File: src/rtl/vga_timing_gen_if.sv
// Raster timing bundle from vga_timing_gen to the drawers and VGA pins.
// master drives the timing, slave observes it.
interface vga_timing_gen_if;
  logic [9:0] DrawX;
  logic [9:0] DrawY;
  logic       hs;
  logic       vs;
  logic       blank;
  logic       frame_start;
  logic [7:0] frame_count;

  modport master (
    output DrawX, DrawY, hs, vs, blank, frame_start, frame_count
  );

  modport slave (
    input DrawX, DrawY, hs, vs, blank, frame_start, frame_count
  );
endinterface

File: src/rtl/vga_timing_gen.sv
// 640x480@60 VGA raster timing source on vga_clk.
// Optional feature: define VGA_SYNC_DELAY_EN to delay hs/vs/blank by SYNC_DELAY clocks.
module vga_timing_gen #(
  parameter int unsigned H_VISIBLE  = 640,
  parameter int unsigned H_FP       = 16,
  parameter int unsigned H_SYNC     = 96,
  parameter int unsigned H_BP       = 48,
  parameter int unsigned V_VISIBLE  = 480,
  parameter int unsigned V_FP       = 10,
  parameter int unsigned V_SYNC     = 2,
  parameter int unsigned V_BP       = 33,
  parameter int unsigned SYNC_DELAY = 2
) (
  input  logic              vga_clk,
  input  logic              reset_n,
  vga_timing_gen_if.master  vga_o
);

  localparam int unsigned HTotal = H_VISIBLE + H_FP + H_SYNC + H_BP;
  localparam int unsigned VTotal = V_VISIBLE + V_FP + V_SYNC + V_BP;
  localparam int unsigned HsLo   = H_VISIBLE + H_FP;
  localparam int unsigned HsHi   = HsLo + H_SYNC;
  localparam int unsigned VsLo   = V_VISIBLE + V_FP;
  localparam int unsigned VsHi   = VsLo + V_SYNC;
  localparam logic [9:0]  HMax   = 10'(HTotal - 1);
  localparam logic [9:0]  VMax   = 10'(VTotal - 1);

  if (HTotal > 1024 || VTotal > 1024 || HTotal == 0 || VTotal == 0) begin : g_bad_totals
    $error("vga_timing_gen: H/V totals must be 1..1024");
  end
  if (SYNC_DELAY < 1 || SYNC_DELAY > 7) begin : g_bad_delay
    $error("vga_timing_gen: SYNC_DELAY must be 1..7");
  end

  logic [9:0] x_q, x_d, y_q, y_d;
  logic [7:0] fc_q, fc_d;
  logic       started_q;
  logic       hs_q, hs_d, vs_q, vs_d, blank_q, blank_d, fs_q, fs_d;
  logic       wrap;

  always_comb begin
    wrap    = (x_q == HMax) && (y_q == VMax);
    x_d     = (x_q == HMax) ? 10'd0 : x_q + 10'd1;
    y_d     = y_q;
    if (x_q == HMax) begin
      y_d = (y_q == VMax) ? 10'd0 : y_q + 10'd1;
    end
    // The wrap out of the reset state is not a completed frame.
    fc_d    = (wrap && started_q) ? fc_q + 8'd1 : fc_q;
    // Decoded from next-state counters so they align with DrawX/DrawY of the same cycle.
    hs_d    = !((32'(x_d) >= HsLo) && (32'(x_d) < HsHi));
    vs_d    = !((32'(y_d) >= VsLo) && (32'(y_d) < VsHi));
    blank_d = (32'(x_d) < H_VISIBLE) && (32'(y_d) < V_VISIBLE);
    fs_d    = (x_d == 10'd0) && (y_d == 10'd0);
  end

  always_ff @(posedge vga_clk or negedge reset_n) begin
    if (!reset_n) begin
      x_q       <= HMax;
      y_q       <= VMax;
      fc_q      <= 8'd0;
      started_q <= 1'b0;
      hs_q      <= 1'b1;
      vs_q      <= 1'b1;
      blank_q   <= 1'b0;
      fs_q      <= 1'b0;
    end else begin
      x_q       <= x_d;
      y_q       <= y_d;
      fc_q      <= fc_d;
      started_q <= 1'b1;
      hs_q      <= hs_d;
      vs_q      <= vs_d;
      blank_q   <= blank_d;
      fs_q      <= fs_d;
    end
  end

`ifdef VGA_SYNC_DELAY_EN
  logic [SYNC_DELAY-1:0] hs_pipe_q, vs_pipe_q, blank_pipe_q;

  always_ff @(posedge vga_clk or negedge reset_n) begin
    if (!reset_n) begin
      hs_pipe_q    <= '1;
      vs_pipe_q    <= '1;
      blank_pipe_q <= '0;
    end else begin
      hs_pipe_q[0]    <= hs_q;
      vs_pipe_q[0]    <= vs_q;
      blank_pipe_q[0] <= blank_q;
      for (int i = 1; i < int'(SYNC_DELAY); i++) begin
        hs_pipe_q[i]    <= hs_pipe_q[i-1];
        vs_pipe_q[i]    <= vs_pipe_q[i-1];
        blank_pipe_q[i] <= blank_pipe_q[i-1];
      end
    end
  end

  assign vga_o.hs    = hs_pipe_q[SYNC_DELAY-1];
  assign vga_o.vs    = vs_pipe_q[SYNC_DELAY-1];
  assign vga_o.blank = blank_pipe_q[SYNC_DELAY-1];
`else
  assign vga_o.hs    = hs_q;
  assign vga_o.vs    = vs_q;
  assign vga_o.blank = blank_q;
`endif

  assign vga_o.DrawX       = x_q;
  assign vga_o.DrawY       = y_q;
  assign vga_o.frame_start = fs_q;
  assign vga_o.frame_count = fc_q;

endmodule

File: src/flat_wrapper.sv
// flat-port wrapper written by rule: the top's interface ports become plain ports
module vga_timing_gen_flat 
#(
  parameter int unsigned H_VISIBLE  = 640,
  parameter int unsigned H_FP       = 16,
  parameter int unsigned H_SYNC     = 96,
  parameter int unsigned H_BP       = 48,
  parameter int unsigned V_VISIBLE  = 480,
  parameter int unsigned V_FP       = 10,
  parameter int unsigned V_SYNC     = 2,
  parameter int unsigned V_BP       = 33,
  parameter int unsigned SYNC_DELAY = 2
)
  (vga_clk, reset_n, vga_o_DrawX, vga_o_DrawY, vga_o_hs, vga_o_vs, vga_o_blank, vga_o_frame_start, vga_o_frame_count);
  vga_timing_gen_if vga_o_i ();
  input  logic vga_clk;
  input  logic reset_n;
  output wire logic [$bits(vga_o_i.DrawX)-1:0] vga_o_DrawX;
  output wire logic [$bits(vga_o_i.DrawY)-1:0] vga_o_DrawY;
  output wire logic [$bits(vga_o_i.hs)-1:0] vga_o_hs;
  output wire logic [$bits(vga_o_i.vs)-1:0] vga_o_vs;
  output wire logic [$bits(vga_o_i.blank)-1:0] vga_o_blank;
  output wire logic [$bits(vga_o_i.frame_start)-1:0] vga_o_frame_start;
  output wire logic [$bits(vga_o_i.frame_count)-1:0] vga_o_frame_count;
  assign vga_o_DrawX = vga_o_i.DrawX;
  assign vga_o_DrawY = vga_o_i.DrawY;
  assign vga_o_hs = vga_o_i.hs;
  assign vga_o_vs = vga_o_i.vs;
  assign vga_o_blank = vga_o_i.blank;
  assign vga_o_frame_start = vga_o_i.frame_start;
  assign vga_o_frame_count = vga_o_i.frame_count;
  vga_timing_gen #(.H_VISIBLE(H_VISIBLE), .H_FP(H_FP), .H_SYNC(H_SYNC), .H_BP(H_BP), .V_VISIBLE(V_VISIBLE), .V_FP(V_FP), .V_SYNC(V_SYNC), .V_BP(V_BP), .SYNC_DELAY(SYNC_DELAY)) u_core (.vga_clk(vga_clk), .reset_n(reset_n), .vga_o(vga_o_i));
endmodule
File: config.mk
export PLATFORM = sky130hd
export DESIGN_NAME = vga_timing_gen_flat
export DESIGN_NICKNAME = d
export VERILOG_FILES = /design/src/rtl/vga_timing_gen_if.sv /design/src/rtl/vga_timing_gen.sv /design/src/flat_wrapper.sv
export SDC_FILE = /design/constraint.sdc
export NUM_CORES = 1
export LEC_CHECK = 0
export ABC_AREA = 1
export ABC_CLOCK_PERIOD_IN_PS = 1900
export CAP_MARGIN = 20
export CORE_MARGIN = 3
export CORE_UTILIZATION = 39
export DETAILED_ROUTE_END_ITERATION = 10
export MAX_ROUTING_LAYER = met4
export SYNTH_ARGS = -nofsm -noshare
export SYNTH_HDL_FRONTEND = slang
export SYNTH_SLANG_ARGS = --single-unit
File: constraint.sdc
create_clock -name vga_clk -period 1.9 [get_ports vga_clk]
set_input_delay 0.19 -clock vga_clk [delete_from_list [all_inputs] [get_ports vga_clk]]
set_output_delay 0.19 -clock vga_clk [all_outputs]
set_load 0.01 [all_outputs]
==> results.txt <==
* Final worst-path setup slack: 0.04597 ns
* Starting density of the core: 41.89%
- Final Max Slew Viols: 0
- Worst-case clock buffer depth: 2
- By area, the combinational part of the netlist is dominated by simple AND/OR/NAND/NOR gates.
* Hold Violations, Final: 0
- Clk Latency, worst-skew pair: 0.29 ns
- In the synthesized netlist the dominant register cell turns out to be dfrtp_1.
- The worst setup path is of the reg2reg kind.
- Count of mapped cells out of synthesis: approximately 250
- Wire length on met2: 2.345 mm
- The worst path needs about 1.9 ns of the cycle, external delays included.
- TritonCTS buffer count: 5
- Most common cell in the netlist: nand2_1
* Overall Global Routing Usage: 19.83%
- After synthesis, flip-flops and latches occupy 44.56% of the total area.
* Power Density: approximately 540 nW/um2
- Initial antenna violation count: 0
- For this block, wires on met1 add up to 2.320 mm.
* Area share of the largest cell type after synthesis: 27.85%
* # IOs: 34
- Cell area after technology mapping: 1887 um2
- Setup Skew: 0.004140 ns
- The first detailed-routing pass took 6 iterations.
* Synth top cells by count: nand2_1, inv_1, nor2_1
- In this run the remaining antenna-violating nets after routing total 0.
- YS warnings: 0
- Period Utilization, post-route: 97.58%
- Yosys mapped the design onto 28 distinct sky130hd cell types.
* Reg2reg end: u_core.vga_o.frame_count[7]
* Worst stage delay on the critical path: 0.56 ns
* Weighted congestion at the end of routability-driven global placement: 0.8993
* Root Buffer: clkbuf_8
* Drt via density: roughly 5.0
* Highest layer used for signal routing: met4
- Number of nets in the layout: 323
- Required time at the worst-slack endpoint: roughly 2.1 ns
- Post-synthesis simple-gate area fraction: 34.81%
* Vias in the first global route: around 1,800
- H-Tree Depth: 2
- The first routing iteration left 109 violations.
* Wire length of the first global-routing pass: 8.148 mm
- CP cell instances: ha_4 > nand2_4 > nor2_8 > nand3_2 > inv_4 > nand3_2 > nor2_4 > nand3_2 > o21ai_2 > nand2_1
* CP dominant cell by count: nand3_2
- In this run the worst hold path is classified as in2async.
* Count of flip-flops with a built-in enable after synthesis: 0
- Reg2reg path depth: 10
* Main area contributors after synthesis: dfrtp_1, dfstp_2, nand2_1
- TritonCTS built the clock tree.
- In the detailed route, the total length drawn on met3 is 183 um.
- Largest voltage drop on the vdd net: 0.0004275 V
- Entering global routing, the biggest net connects 34 pins.
- OpenSTA, run right after detailed placement, puts the worst setup slack at -0.05744 ns.
* Area of the core: 4504 um2
- Flops & latches, synth: 33
* Synthesized-area fraction occupied by ao, oa, aoi and oai cells: around 4.6%
- Critical-path cell with the highest stage delay: dfstp_2
- Minimum setup slack among reg-to-reg paths: 0.05 ns
- Highest fanout seen on the critical path: 8
- Detailed placement finished with a half-perimeter wire length of 3.661 mm.
- Setup total negative slack on the finished layout was measured at 0 ns.
- Detailed-route wire length: 4.963 mm
* Final antenna diode count: 0
- Net count after synthesis: around 250
- Total via count in the routed design: 1,857
- The portion of synthesized area spent on multiplexers is 0.5968%.
- Vertical die dimension: between 70 and 80 um
- Number of max-capacitance violations reported: 0
- For this run, the top clock speed supported by timing is 539.4 MHz.
- Share of layout cells above drive strength 1: 30.50%
* RSZ-0062 raised after global routing: yes
- The worst setup path is captured at a flip-flop.
- The worst register-to-register path begins at u_core.vga_o.DrawX[1].
- Clock Sinks: 33
* Cts hold-fix bufs: 0
- Data arrives at the worst endpoint at 2.03 ns.
- The run finished with clean final reports.
- Xor and xnor fraction of the mapped netlist area: 2.785%
* Synth async-reset ratio: 100.0%
- The floorplan step set the die width to between 70 and 80 um.
- Wirelength per Cell: 13.41 um
- After Yosys synthesis, full adders, half adders and majority gates account for 2.653% of the synthesized area.
* Mean instance size in the synthesized netlist: 7.670 um2
* Pleak: 0.001447 uW
* Setup-violating endpoint count in the final report: 0
- Clock-pin slew was measured on the worst setup and hold paths at 0.07 ns.
* Synthesis-to-finish area growth: 48.14%
* Post-route DRC: 0
- Die Footprint: ~5700 um2
- After global routing the overflow that remains totals 0.
* Post-synthesis cell type with the largest combined area: dfrtp_1
* Final design utilization: between 60% and 70%
* Number of port buffers: 33
- Startpoint class of the critical path: flip-flop
* Std-Cell Rows: 24
[cell type report]
| class | instances | area (um2) |
|---|---|---|
| inverter | 46 | 177.7 |
| sequential | 33 | 840.8 |
| timing repair buffer | 65 | 581.8 |
| fill | 412 | 1709 |
| clock inverter | 3 | 65.06 |
| tap | 52 | 65.06 |
| clock buffer | 5 | 68.82 |
| multi-input combinational | 166 | 996.0 |
[state kept, by name (all words and copies together) (netlist names)]
signal,cells
u_core.vga_o.DrawX,10
u_core.vga_o.frame_start,1
u_core.vga_o.DrawY,10
u_core.vga_o.blank,1
u_core.vga_o.hs,1
u_core.vga_o.frame_count,8
u_core.started_q,1
u_core.vga_o.vs,1
[metal layers]
metal  vias up  global-route usage, %
met4         0                  8.155
met2        36                  29.24
met5         -                      -
li1        914                      -
met3        11                  3.958
met1       896                  26.66
[how the worst max path moves through the flow]
stage / startpoint / end / slack [ns]
after floorplan: u_core.vga_o.DrawX[0] / u_core.vga_o.frame_count[7] / 0.04
after global placement: u_core.vga_o.DrawX[0] / u_core.vga_o.frame_start / -0.05
after global routing: u_core.vga_o.DrawX[0] / u_core.vga_o.frame_count[7] / -0.09
final: u_core.vga_o.DrawX[1] / u_core.vga_o.frame_count[7] / 0.05
after detailed placement: u_core.vga_o.DrawX[0] / u_core.vga_o.frame_start / -0.06
after CTS: u_core.vga_o.DrawX[0] / u_core.vga_o.frame_start / -0.003
[placed cells by master (no fill, tap or decap), types with 4 or more instances in the layout]
cell type        instances
nand2_2                  5
clkbuf_8                 5
nand2_1                 61
nor2_2                   8
o21bai_1                 4
clkdlybuf4s50_1         33
inv_1                   39
dfrtp_1                 21
nor2_1                  19
inv_2                    5
nand3_2                  8
dfstp_2                 12
nand4_1                  7
buf_4                   29
nand3_1                 20
[worst max-delay path, delay by kind of cell, from the launching register on]
| family | cells | cell delay (ns) |
|---|---|---|
| AO/OA/AOI/OAI | 1 | 0.14 |
| AND/OR/NAND/NOR | 7 | 0.77 |
| flip-flops | 1 | 0.56 |
| adder cells (fa/ha/maj) | 1 | 0.15 |
| buffers and inverters | 1 | 0.12 |
[metrics by stage]
| stage | hold slack, ns | instances | power, uW | instance area (um2) |
|---|---|---|---|---|
| CTS | 0.3154 | 368 | 1534 | 2645 |
| detailed placement | 0.5087 | 358 | 736.3 | 2481 |
| global route | 0.3410 | 370 | 1560 | 2795 |
| floorplan | -0.1056 | 246 | 718.4 | 1887 |
| finish | 0.3121 | 370 | 1520 | 2795 |
| global placement | 0.4837 | 358 | 736.4 | 2481 |
[what timing repair did]
item | in CTS | in global routing
gates resized for setup | 8 | 37
pin swaps | 2 | 16
buffers inserted | 2 | 2
setup endpoints to repair | 5 | 9
[logic make-up after synthesis]
logic type / Yosys count
AND/OR/NAND/NOR: 139
buffers and inverters: 47
flip-flops: 33
AO/OA/AOI/OAI: 15
XOR/XNOR: 6
adder cells (fa/ha/maj): 4
other: 1
multiplexers: 1
[power breakdown]
group / total [uW] / internal, uW / leakage (uW) / switching, uW
logic: 17.0 / 3.16 / 0.000973 / 13.8
registers: 706 / 705 / 0.000406 / 1.69
clock network: 797 / 521 / 0.0000681 / 275
total: 1520 / 1230 / 0.00145 / 291
No activity file was read; power rests on OpenSTA's default activity.
